[config.mk]
export PLATFORM = sky130hd
export DESIGN_NAME = decode_issue_ctrl_flat
export DESIGN_NICKNAME = d
export VERILOG_FILES = /design/src/rtl/decode_issue_ctrl_pkg.sv /design/src/rtl/decode_issue_ctrl_if.sv /design/src/rtl/decode_issue_ctrl_imm_builder.sv /design/src/rtl/decode_issue_ctrl.sv /design/src/flat_wrapper.sv
export SDC_FILE = /design/constraint.sdc
export NUM_CORES = 1
export LEC_CHECK = 0
export ABC_AREA = 1
export ABC_CLOCK_PERIOD_IN_PS = 2200
export CAP_MARGIN = 20
export CORE_ASPECT_RATIO = 1.1
export CORE_MARGIN = 2
export CORE_UTILIZATION = 50
export DETAILED_ROUTE_END_ITERATION = 6
export HOLD_SLACK_MARGIN = 0.02
export MAX_ROUTING_LAYER = met4
export PLACE_DENSITY = 0.81
export SLEW_MARGIN = 20
export SYNTH_ARGS = -nofsm -noshare
export SYNTH_HDL_FRONTEND = slang
export SYNTH_SLANG_ARGS = --single-unit
[constraint.sdc]
create_clock -name clk -period 2.2 [get_ports clk]
set_input_delay 0.44 -clock clk [delete_from_list [all_inputs] [get_ports clk]]
set_output_delay 0.44 -clock clk [all_outputs]
set_load 0.005 [all_outputs]
[src/rtl/decode_issue_ctrl_pkg.sv]
// Shared opcodes, state/forward encodings and decode helpers for the decode/issue controller.
package decode_issue_ctrl_pkg;

  localparam logic [6:0] OPTIPOR    = 7'b0110011;
  localparam logic [6:0] OPIMEDIATO = 7'b0010011;
  localparam logic [6:0] OPLOAD     = 7'b0000011;
  localparam logic [6:0] OPSTORE    = 7'b0100011;
  localparam logic [6:0] OPBRANCH   = 7'b1100011;
  localparam logic [6:0] OPJALR     = 7'b1100111;
  localparam logic [6:0] OPJAL      = 7'b1101111;

  typedef enum logic [1:0] {
    ST_EMPTY = 2'd0,
    ST_FULL  = 2'd1,
    ST_STALL = 2'd2
  } state_t;

  typedef enum logic [1:0] {
    FWD_RF    = 2'b00,
    FWD_EXMEM = 2'b01,
    FWD_MEMWB = 2'b10
  } fwd_t;

  typedef struct packed {
    logic       wr;
    logic [4:0] rd;
  } sb_entry_t;

  function automatic logic is_writer(input logic [6:0] opc, input logic [4:0] rd);
    return (rd != 5'd0) && (opc inside {OPTIPOR, OPIMEDIATO, OPLOAD, OPJAL, OPJALR});
  endfunction

  function automatic logic uses_rs1(input logic [6:0] opc);
    return opc inside {OPTIPOR, OPIMEDIATO, OPLOAD, OPSTORE, OPBRANCH, OPJALR};
  endfunction

  function automatic logic uses_rs2(input logic [6:0] opc);
    return opc inside {OPTIPOR, OPSTORE, OPBRANCH};
  endfunction

  function automatic logic sb_hit(input sb_entry_t e, input logic [4:0] rs);
    return e.wr && (e.rd == rs);
  endfunction

  // The younger (EX/MEM) producer wins over MEM/WB.
  function automatic fwd_t fwd_pick(input logic used, input logic [4:0] rs,
                                    input sb_entry_t s0, input sb_entry_t s1);
    if (used && sb_hit(s0, rs)) return FWD_EXMEM;
    if (used && sb_hit(s1, rs)) return FWD_MEMWB;
    return FWD_RF;
  endfunction

endpackage

[src/rtl/decode_issue_ctrl_if.sv]
// Decode/issue bus: fetch handshake, branch flush, EX handshake and the ID/EX issue outputs.
interface decode_issue_ctrl_if #(
  parameter int XLEN  = 32,
  parameter int CNT_W = 16
);
  logic             if_valid;
  logic [31:0]      if_instr;
  logic [XLEN-1:0]  if_pc;
  logic             id_ready;
  logic             flush;
  logic             ex_ready;
  logic             ex_valid;
  logic [31:0]      ex_instr;
  logic [XLEN-1:0]  ex_pc;
  logic [XLEN-1:0]  ex_imm;
  logic [4:0]       ex_rs1;
  logic [4:0]       ex_rs2;
  logic [4:0]       ex_rd;
  logic             ex_illegal;
  logic [1:0]       ex_fwd_a;
  logic [1:0]       ex_fwd_b;
  logic [CNT_W-1:0] stall_cnt;

  modport master (
    output if_valid, if_instr, if_pc, flush, ex_ready,
    input  id_ready, ex_valid, ex_instr, ex_pc, ex_imm, ex_rs1, ex_rs2, ex_rd,
           ex_illegal, ex_fwd_a, ex_fwd_b, stall_cnt
  );

  modport slave (
    input  if_valid, if_instr, if_pc, flush, ex_ready,
    output id_ready, ex_valid, ex_instr, ex_pc, ex_imm, ex_rs1, ex_rs2, ex_rd,
           ex_illegal, ex_fwd_a, ex_fwd_b, stall_cnt
  );
endinterface

[src/rtl/decode_issue_ctrl_imm_builder.sv]
// Combinational immediate builder for the I/S/B/J formats plus the unsupported-opcode flag.
module decode_issue_ctrl_imm_builder
  import decode_issue_ctrl_pkg::*;
#(
  parameter int XLEN = 32
) (
  input  logic [31:0]     instr,
  output logic [XLEN-1:0] imm,
  output logic            illegal
);

  always_comb begin
    imm     = '0;
    illegal = 1'b0;
    case (instr[6:0])
      OPTIPOR: ;
      OPIMEDIATO, OPLOAD, OPJALR:
        imm = {{(XLEN-12){instr[31]}}, instr[31:20]};
      OPSTORE:
        imm = {{(XLEN-12){instr[31]}}, instr[31:25], instr[11:7]};
      OPBRANCH:
        imm = {{(XLEN-12){instr[31]}}, instr[7], instr[30:25], instr[11:8], 1'b0};
      OPJAL:
        imm = {{(XLEN-20){instr[31]}}, instr[19:12], instr[20], instr[30:21], 1'b0};
      default:
        illegal = 1'b1;
    endcase
  end

endmodule

[src/rtl/decode_issue_ctrl.sv]
// Decode/issue controller owning the IF/ID and ID/EX registers, RAW scoreboard and stall counter.
// Build option: define FORWARD_EN to enable operand forwarding (only load-use stalls remain).
//
//   state    | meaning
//   ST_EMPTY | IF/ID holds no instruction
//   ST_FULL  | IF/ID holds a freshly fetched instruction
//   ST_STALL | IF/ID instruction was held at least one cycle (hazard or EX busy)
module decode_issue_ctrl
  import decode_issue_ctrl_pkg::*;
#(
  parameter int XLEN  = 32,
  parameter int CNT_W = 16
) (
  input logic                clk,
  input logic                rst_n,
  decode_issue_ctrl_if.slave bus
);

  state_t           state_q, state_d;
  logic [31:0]      id_instr;
  logic [XLEN-1:0]  id_pc;
  logic [XLEN-1:0]  id_imm;
  logic             id_illegal;
  logic             id_valid, id_ready, fetch, issue, hazard, hold;
  logic [6:0]       opc;
  logic [4:0]       rs1, rs2, rd;
  logic             use1, use2;

  logic             ex_valid, ex_illegal, ex_wr;
  logic [31:0]      ex_instr;
  logic [XLEN-1:0]  ex_pc, ex_imm;
  sb_entry_t        sb0, sb1, idex_e;
  logic [CNT_W-1:0] stall_cnt;

  assign opc  = id_instr[6:0];
  assign rd   = id_instr[11:7];
  assign rs1  = id_instr[19:15];
  assign rs2  = id_instr[24:20];
  assign use1 = uses_rs1(opc);
  assign use2 = uses_rs2(opc);

  decode_issue_ctrl_imm_builder #(.XLEN(XLEN)) u_imm_builder (
    .instr   (id_instr),
    .imm     (id_imm),
    .illegal (id_illegal)
  );

  assign id_valid = (state_q != ST_EMPTY);
  assign idex_e   = '{wr: ex_valid && ex_wr, rd: ex_instr[11:7]};
  assign issue    = id_valid && !hazard && (!ex_valid || bus.ex_ready);
  assign fetch    = bus.if_valid && id_ready;

  always_ff @(posedge clk or negedge rst_n) begin
    if (!rst_n) state_q <= ST_EMPTY;
    else        state_q <= state_d;
  end

  always_comb begin
    state_d = state_q;
    if (bus.flush) begin
      state_d = ST_EMPTY;
    end else begin
      case (state_q)
        ST_EMPTY:           if (fetch) state_d = ST_FULL;
        ST_FULL, ST_STALL:  state_d = issue ? (fetch ? ST_FULL : ST_EMPTY) : ST_STALL;
        default:            state_d = ST_EMPTY;
      endcase
    end
  end

  always_comb begin
    id_ready = 1'b1;
    hold     = 1'b0;
    case (state_q)
      ST_FULL, ST_STALL: begin
        id_ready = issue;
        hold     = !issue && !bus.flush;
      end
      default: ;
    endcase
  end

  always_ff @(posedge clk or negedge rst_n) begin
    if (!rst_n) begin
      id_instr <= '0;
      id_pc    <= '0;
    end else if (fetch && !bus.flush) begin
      id_instr <= bus.if_instr;
      id_pc    <= bus.if_pc;
    end
  end

  // Flush dominates: a same-cycle issue is dropped, a consuming EX still retires into sb0.
  always_ff @(posedge clk or negedge rst_n) begin
    if (!rst_n) begin
      ex_valid   <= 1'b0;
      ex_instr   <= '0;
      ex_pc      <= '0;
      ex_imm     <= '0;
      ex_illegal <= 1'b0;
      ex_wr      <= 1'b0;
    end else if (bus.flush) begin
      ex_valid <= 1'b0;
    end else if (issue) begin
      ex_valid   <= 1'b1;
      ex_instr   <= id_instr;
      ex_pc      <= id_pc;
      ex_imm     <= id_imm;
      ex_illegal <= id_illegal;
      ex_wr      <= is_writer(opc, rd);
    end else if (bus.ex_ready) begin
      ex_valid <= 1'b0;
    end
  end

  always_ff @(posedge clk or negedge rst_n) begin
    if (!rst_n) begin
      sb0 <= '0;
      sb1 <= '0;
    end else if (bus.ex_ready) begin
      sb1 <= sb0;
      sb0 <= idex_e;
    end
  end

  always_ff @(posedge clk or negedge rst_n) begin
    if (!rst_n)                             stall_cnt <= '0;
    else if (hold && (stall_cnt != '1))     stall_cnt <= stall_cnt + CNT_W'(1);
  end

`ifdef FORWARD_EN
  fwd_t fwd_a_q, fwd_b_q;
  logic ex_load;

  always_ff @(posedge clk or negedge rst_n) begin
    if (!rst_n) begin
      fwd_a_q <= FWD_RF;
      fwd_b_q <= FWD_RF;
      ex_load <= 1'b0;
    end else if (!bus.flush && issue) begin
      fwd_a_q <= fwd_pick(use1, rs1, sb0, sb1);
      fwd_b_q <= fwd_pick(use2, rs2, sb0, sb1);
      ex_load <= (opc == OPLOAD);
    end
  end

  // Only a load still in ID/EX cannot be forwarded in time.
  assign hazard = ex_load && ((use1 && sb_hit(idex_e, rs1)) || (use2 && sb_hit(idex_e, rs2)));
  assign bus.ex_fwd_a = fwd_a_q;
  assign bus.ex_fwd_b = fwd_b_q;
`else
  assign hazard = (use1 && (sb_hit(idex_e, rs1) || sb_hit(sb0, rs1) || sb_hit(sb1, rs1))) ||
                  (use2 && (sb_hit(idex_e, rs2) || sb_hit(sb0, rs2) || sb_hit(sb1, rs2)));
  assign bus.ex_fwd_a = FWD_RF;
  assign bus.ex_fwd_b = FWD_RF;
`endif

  assign bus.id_ready   = id_ready;
  assign bus.ex_valid   = ex_valid;
  assign bus.ex_instr   = ex_instr;
  assign bus.ex_pc      = ex_pc;
  assign bus.ex_imm     = ex_imm;
  assign bus.ex_rs1     = ex_instr[19:15];
  assign bus.ex_rs2     = ex_instr[24:20];
  assign bus.ex_rd      = ex_instr[11:7];
  assign bus.ex_illegal = ex_illegal;
  assign bus.stall_cnt  = stall_cnt;

endmodule

[src/flat_wrapper.sv]
// flat-port wrapper written by rule: the top's interface ports become plain ports
module decode_issue_ctrl_flat import decode_issue_ctrl_pkg::*;
#(
  parameter int XLEN  = 32,
  parameter int CNT_W = 16
)
  (clk, rst_n, bus_if_valid, bus_if_instr, bus_if_pc, bus_flush, bus_ex_ready, bus_id_ready, bus_ex_valid, bus_ex_instr, bus_ex_pc, bus_ex_imm, bus_ex_rs1, bus_ex_rs2, bus_ex_rd, bus_ex_illegal, bus_ex_fwd_a, bus_ex_fwd_b, bus_stall_cnt);
  decode_issue_ctrl_if #(.XLEN(XLEN), .CNT_W(CNT_W)) bus_i ();
  input logic clk;
  input logic rst_n;
  input wire logic [$bits(bus_i.if_valid)-1:0] bus_if_valid;
  input wire logic [$bits(bus_i.if_instr)-1:0] bus_if_instr;
  input wire logic [$bits(bus_i.if_pc)-1:0] bus_if_pc;
  input wire logic [$bits(bus_i.flush)-1:0] bus_flush;
  input wire logic [$bits(bus_i.ex_ready)-1:0] bus_ex_ready;
  output wire logic [$bits(bus_i.id_ready)-1:0] bus_id_ready;
  output wire logic [$bits(bus_i.ex_valid)-1:0] bus_ex_valid;
  output wire logic [$bits(bus_i.ex_instr)-1:0] bus_ex_instr;
  output wire logic [$bits(bus_i.ex_pc)-1:0] bus_ex_pc;
  output wire logic [$bits(bus_i.ex_imm)-1:0] bus_ex_imm;
  output wire logic [$bits(bus_i.ex_rs1)-1:0] bus_ex_rs1;
  output wire logic [$bits(bus_i.ex_rs2)-1:0] bus_ex_rs2;
  output wire logic [$bits(bus_i.ex_rd)-1:0] bus_ex_rd;
  output wire logic [$bits(bus_i.ex_illegal)-1:0] bus_ex_illegal;
  output wire logic [$bits(bus_i.ex_fwd_a)-1:0] bus_ex_fwd_a;
  output wire logic [$bits(bus_i.ex_fwd_b)-1:0] bus_ex_fwd_b;
  output wire logic [$bits(bus_i.stall_cnt)-1:0] bus_stall_cnt;
  assign bus_i.if_valid = bus_if_valid;
  assign bus_i.if_instr = bus_if_instr;
  assign bus_i.if_pc = bus_if_pc;
  assign bus_i.flush = bus_flush;
  assign bus_i.ex_ready = bus_ex_ready;
  assign bus_id_ready = bus_i.id_ready;
  assign bus_ex_valid = bus_i.ex_valid;
  assign bus_ex_instr = bus_i.ex_instr;
  assign bus_ex_pc = bus_i.ex_pc;
  assign bus_ex_imm = bus_i.ex_imm;
  assign bus_ex_rs1 = bus_i.ex_rs1;
  assign bus_ex_rs2 = bus_i.ex_rs2;
  assign bus_ex_rd = bus_i.ex_rd;
  assign bus_ex_illegal = bus_i.ex_illegal;
  assign bus_ex_fwd_a = bus_i.ex_fwd_a;
  assign bus_ex_fwd_b = bus_i.ex_fwd_b;
  assign bus_stall_cnt = bus_i.stall_cnt;
  decode_issue_ctrl #(.XLEN(XLEN), .CNT_W(CNT_W)) u_core (.clk(clk), .rst_n(rst_n), .bus(bus_i));
endmodule
Word level (Yosys, flattened, before mapping)
Cells that the tools add are included.
{"block": "totals", "ff_bits": 193, "input_bits": 69, "out_inout_bits": 134, "elab_cells": 82}
{"block": "classes", "n_addsub": 1, "n_eq_ne": 17, "n_mux": 12, "bitwise_logic": 1, "n_reduce_logical": 37}
{"op": "$pmux W32 S4", "n": 1}
{"op": "$eq A5 B5 Y1", "n": 6}
{"op": "$eq A7 B7 Y1 const B", "n": 3}
{"op": "$add A16 B1 Y16 const B", "n": 1}
{"op": "$logic_and A1 B1 Y1", "n": 16}
{"op": "$ne A16 B16 Y1 const B", "n": 1}
{"op": "$eq A7 B6 Y1 const B", "n": 2}
{"op": "$reduce_bool A5 Y1", "n": 2}
{"op": "$eq A7 B2 Y1 const B", "n": 1}
{"op": "$eq A7 B5 Y1 const B", "n": 1}
{"op": "$mux W1", "n": 7}
{"op": "$reduce_or A7 Y1", "n": 1}
{"op": "$logic_or A1 B1 Y1", "n": 6}
{"op": "$mux W2", "n": 3}
{"op": "$reduce_bool A3 Y1", "n": 2}
{"op": "$reduce_bool A6 Y1", "n": 1}
{"op": "$logic_not A1 Y1", "n": 4}
{"op": "$pmux W2 S2", "n": 1}
{"op": "$ne A3 B2 Y1 const B", "n": 1}
{"op": "$reduce_or A3 Y1", "n": 1}
{"op": "$eq A2 B1 Y1 const B", "n": 1}
{"op": "$eq A2 B2 Y1 const B", "n": 1}
{"op": "$logic_not A2 Y1", "n": 1}
{"op": "$reduce_and A2 Y1", "n": 1}
{"op": "3 further kinds", "n": 3}

Longest topological paths before layout
{"block": "depth", "ltp_word": 15, "depth_mapped": 15}

By module
From an unflattened synthesis, not the netlist that was laid out.
{"block": "unflattened", "cells_unflattened": 1207, "hier_area_um2": 9450.3}
{"module": "decode_issue_ctrl", "n_inst": 1, "cells_each": 1056, "area_per_inst_um2": 8735.9}
{"module": "decode_issue_ctrl_imm_builder", "n_inst": 1, "cells_each": 151, "area_per_inst_um2": 714.4}

Least setup slack after synthesis
OpenSTA, ideal clock, no wires.
{"block": "synth_timing", "kind": "register to register", "startpoint": "reg u_core.stall_cnt[0] (netlist: u_core.bus.stall_cnt[0])", "endpoint": "reg u_core.stall_cnt[11] (netlist: u_core.bus.stall_cnt[11])", "setup_time_ps": 65, "arrival_time_ps": 1759, "required_time_ps": 2135, "path_slack_ps": 376, "path_stages_with_launch": 11, "n_path_buf": 1, "synth_period_minus_slack_ps": 1824, "path_cell_list": "dfrtp_1 -> ha_1 -> nand3_1 -> nor2_1 -> nand4_1 -> nor2_1 -> inv_1 -> nand2_2 -> buf_2 -> nand2_1 -> nand2_1"}
{"block": "synth_via", "elab_chain_cells": 2, "word_cells_on_any_way": 3}
{"item": "start: declaration", "line": "decode_issue_ctrl.sv:33", "rtl": "logic [CNT_W-1:0] stall_cnt;"}
{"item": "start signal: assignment", "line": "decode_issue_ctrl.sv:128", "rtl": "else if (hold && (stall_cnt != '1)) stall_cnt <= stall_cnt + CNT_W'(1);"}
{"item": "parallel branches: the longest is 2 deep, another holds $add A16 B1 Y16"}
Parallel ways; which one is timed is not known.
A chain may end at the register's enable or synchronous reset.

Final worst setup path
{"block": "layout_timing", "startpoint": "reg u_core.id_instr[0]", "endpoint": "out bus_id_ready"}
{"block": "layout_via", "elab_chain_cells": 8, "word_cells_on_any_way": 15}
{"item": "start: declaration", "line": "decode_issue_ctrl.sv:20", "rtl": "logic [31:0] id_instr;"}
{"item": "start signal: assignment", "line": "decode_issue_ctrl.sv:88", "rtl": "id_instr <= bus.if_instr;"}
{"item": "$eq A7 B6 Y1 (tied with other cells)", "line": "decode_issue_ctrl_pkg.sv:34, decode_issue_ctrl_pkg.sv:38"}
{"item": "$reduce_bool A6 Y1 / $reduce_bool A3 Y1 (equally long branches)", "line": "decode_issue_ctrl_pkg.sv:34, decode_issue_ctrl_pkg.sv:38"}
{"item": "$logic_and A1 B1 Y1, on equally long branches", "line": "decode_issue_ctrl.sv:152, decode_issue_ctrl.sv:153"}
{"item": "$logic_or A1 B1 Y1 *", "line": "decode_issue_ctrl.sv:152", "rtl": "assign hazard = (use1 && (sb_hit(idex_e, rs1) || sb_hit(sb0, rs1) || sb_hit(sb1, rs1))) ||"}
{"item": "$logic_not A1 Y1 *", "line": "decode_issue_ctrl.sv:50", "rtl": "assign issue = id_valid && !hazard && (!ex_valid || bus.ex_ready);"}
{"item": "$logic_and A1 B1 Y1 * (2 in a row)", "line": "decode_issue_ctrl.sv:50"}
{"item": "$mux W1 *", "line": "decode_issue_ctrl.sv:74", "rtl": "case (state_q)"}
{"item": "end: declaration", "line": "flat_wrapper.sv:16", "rtl": "output wire logic [$bits(bus_i.id_ready)-1:0] bus_id_ready;"}
Every way passes the cells marked *; elsewhere a longest branch is shown, timed or not.

==> impl_metrics.json <==
{
  "status": "complete, but fails checks",
  "violations": "DRC, setup timing",
  "clock-sinks": 182,
  "grt_pass1_vias": 6948,
  "clkLatencyLatePin_ns": 0.43,
  "die_area_um2": 18200,
  "synth_edf_count": 0,
  "postLayoutSetupSlackWorst_ns": -0.0595,
  "holdCritPathClass": "in2async",
  "required_ns": 1.76,
  "fmax_ghz": 0.443,
  "yosysTopAreaCell": "dfrtp_1",
  "pre_cts_ws_ns": -0.153,
  "path_clk_slew_ns": 0.07,
  "ys_warn_count": 0,
  "start_kind": "register",
  "drt.antenna.violating_nets": 0,
  "cp_data_arrival_time_ns": 1.82,
  "syn_to_final_growth_pct": 40.1,
  "multiInputGateArea_um2": 3020,
  "antenna_found_initial": 0,
  "crit_path_end_kind": "output port",
  "cp_common_cell": "nand2_2",
  "finalInstanceArea_um2": 12000,
  "synth_area_um2": 8570,
  "synth.distinct_cells": 37,
  "drt_wl_total_um": 23200,
  "post-route-drc-count": 3,
  "setup_viol": 1,
  "path_cells": "nand2_1 -> inv_2 -> nand3_2 -> nor2_4 -> nand2_2 -> o21ai_2 -> nand2_2 -> nand4_4 -> nand2_4 -> buf_6",
  "tightestPinTransition_ns": 0.736,
  "start_util": 0.507,
  "dp_cells": 1401,
  "power.static_leakage_nw": 5.84,
  "cts_buffers": 17,
  "fp.coreArea_um2": 16900,
  "rows": 50,
  "slowest_delay_ns": 0.35,
  "p_comb_frac": 0.415,
  "fin_util": 0.711,
  "register_area_um2": 4570,
  "drtIter0Drc": 593,
  "synthTopCellsByCount": "nand2_1, dfrtp_1, o21ai_1",
  "synthArstFlopShare": 1.00,
  "cts_buffer_depth": 2,
  "grt_overflow_total": 0,
  "drtPass1Iterations": 7,
  "swShare": 0.359,
  "p_clk_frac": 0.211,
  "io_buffers": 198,
  "finalNonFillerCells": 1473,
  "ys_ff_latch": 182,
  "yosysSeqAreaShare": 0.532,
  "ys_top_cells_by_area": "dfrtp_1, nand2_1, o21ai_1",
  "antenna_cells": 0,
  "finalCritPeriodShare": 1.03,
  "htree_num_levels": 4,
  "dp_hpwl_um": 14600,
  "grt_use_total": 0.247,
  "rsz0062_at_grt": "true",
  "vdd_drop_max_mv": 0.662,
  "nets": 1324,
  "hold_violations": 0,
  "yosys.area.top_type_share": 0.532,
  "switching_power_w": 0.00538,
  "viasPerCell": 5.10,
  "finalMaxSlewViolations": 0,
  "yosysMostFrequentCell": "nand2_1",
  "chipHeight_um": 141,
  "fin_setup_tns_ns": -0.0595,
  "grt_max_degree": 128,
  "synth_top_flop_cell": "dfrtp_1",
  "power_frac_seq": 0.374,
  "maxSlewHeadroom": 0.510,
  "worstPathMaxFanout": 4,
  "vias": 7513,
  "grt_first_pass_wirelength_um": 34200,
  "place_congestion": 0.913,
  "die_x_um": 129,
  "drive_above_1_share": 0.170,
  "power_density_nw_per_um2": 1250,
  "synth_cells": 1009,
  "fin_crit_ns": 2.26,
  "ioPinCount": 203,
  "drv_cap": 0,
  "p_int_w": 0.00959,
  "nFillCells": 1291,
  "wire_per_inst_um": 15.7,
  "cts_tree": "built",
  "path_class": "reg2out",
  "final.setup_skew_ns": 0.00852,
  "root_buffer": "clkbuf_16",
  "avgSynthCellArea_um2": 8.49,
  "slowest_stage": "dfrtp_1",
  "post_dp_cell_area_um2": 10800
}
[layer usage]
metal	up-vias	GRT usage	wire length, µm
met4	0	0.104	845
met2	288	0.402	11500
met3	60	0.0513	1430
met1	3539	0.300	9360
met5	-	-	0
li1	3626	-	-
[final timing paths]
kind / cells past startpoint / startpoint / to / slack, ns
setup / recovery: 10 / u_core.id_instr[0]$_DFFE_PN0P_ / bus_id_ready / -0.06
max in group asynchronous: 3 / rst_n / u_core.id_instr[4]$_DFFE_PN0P_ / 0.97
hold / removal: 2 / rst_n / u_core.bus.ex_imm[16]$_DFFE_PN0P_ / 0.35
hold reg to reg: 2 / u_core.bus.ex_instr[27]$_DFFE_PN0P_ / u_core.bus.ex_instr[27]$_DFFE_PN0P_ / 0.48
min in group clk: 2 / u_core.bus.ex_instr[27]$_DFFE_PN0P_ / u_core.bus.ex_instr[27]$_DFFE_PN0P_ / 0.48
setup reg to reg: 15 / u_core.id_instr[0]$_DFFE_PN0P_ / u_core.bus.ex_instr[11]$_DFFE_PN0P_ / 0.05
[stage by stage]
step	total power (W)	hold slack (ns)
finish	0.0150	0.349
global route	0.0160	0.345
CTS	0.0143	0.337
detailed placement	0.0110	0.226
global placement	0.0108	0.227
floorplan	0.00835	0.144
[layout make-up]
| class | count | share of cell area |
|---|---|---|
| Inverter | 152 | 0.0486 |
| Timing Repair Buffer | 291 | 0.247 |
| Clock buffer | 17 | 0.0354 |
| Multi-Input combinational cell | 608 | 0.251 |
| Clock inverter | 15 | 0.0152 |
| Tap cell | 208 | 0.0217 |
| Sequential cell | 182 | 0.380 |
[what timing repair did]
item                       in CTS  in global routing
setup buffers                   5                 22
cloned                          0                 12
pin swaps                       5                 23
setup endpoints to repair      36                 82
resized for setup              20                 44
hold endpoints to repair        2                  0
hold buffers                    1                  0
[cells in the final DEF (no fill, tap or decap), types with 15 or more instances in the layout]
| cell | n |
|---|---|
| o21ai_1 | 140 |
| clkbuf_16 | 24 |
| o21ai_0 | 15 |
| nand2_1 | 291 |
| inv_1 | 131 |
| dfrtp_1 | 172 |
| nor2_1 | 30 |
| buf_4 | 68 |
| nand2_2 | 20 |
| clkdlybuf4s50_1 | 196 |
[flip-flops by register name (all words and copies together), names as in the netlist]
| signal | count |
|---|---|
| u_core.id_instr | 32 |
| u_core.bus.ex_valid | 1 |
| u_core.ex_wr | 1 |
| u_core.bus.ex_imm | 21 |
| u_core.bus.ex_illegal | 1 |
| u_core.bus.ex_instr | 32 |
| u_core.state_q | 2 |
| u_core.sb0 | 6 |
| u_core.sb1 | 6 |
| u_core.bus.stall_cnt | 16 |
| u_core.bus.ex_pc | 32 |
| u_core.id_pc | 32 |
[power by group through the flow]
stage / Clock, W / Combinational (W) / Sequential (W)
after floorplan: 0 / 0.00293 / 0.00542
after global placement: 0 / 0.00527 / 0.00555
after detailed placement: 0 / 0.00541 / 0.00558
after CTS: 0.00322 / 0.00551 / 0.00556
after global routing: 0.00336 / 0.00689 / 0.00575
final: 0.00315 / 0.00622 / 0.00560
[cells by family (layout without fill, tap and decap cells)]
logic type / count (synthesis) / after routing / synth area share
simple gates: 399 / 400 / 0.197
compound gates: 188 / 188 / 0.120
buf+inv: 223 / 475 / 0.133
flops: 182 / 182 / 0.532
fa+ha+maj: 3 / 3 / 0.00438
xor+xnor: 13 / 13 / 0.0133
other cells: 1 / 4 / 0.000438
[critical path: cells and delay by family, from the launching register on]
| family | cells | cell delay, ns |
|---|---|---|
| simple gates | 7 | 0.73 |
| flops | 1 | 0.35 |
| buf+inv | 2 | 0.22 |
| compound gates | 1 | 0.10 |
Power figures use the tool's default switching activity.
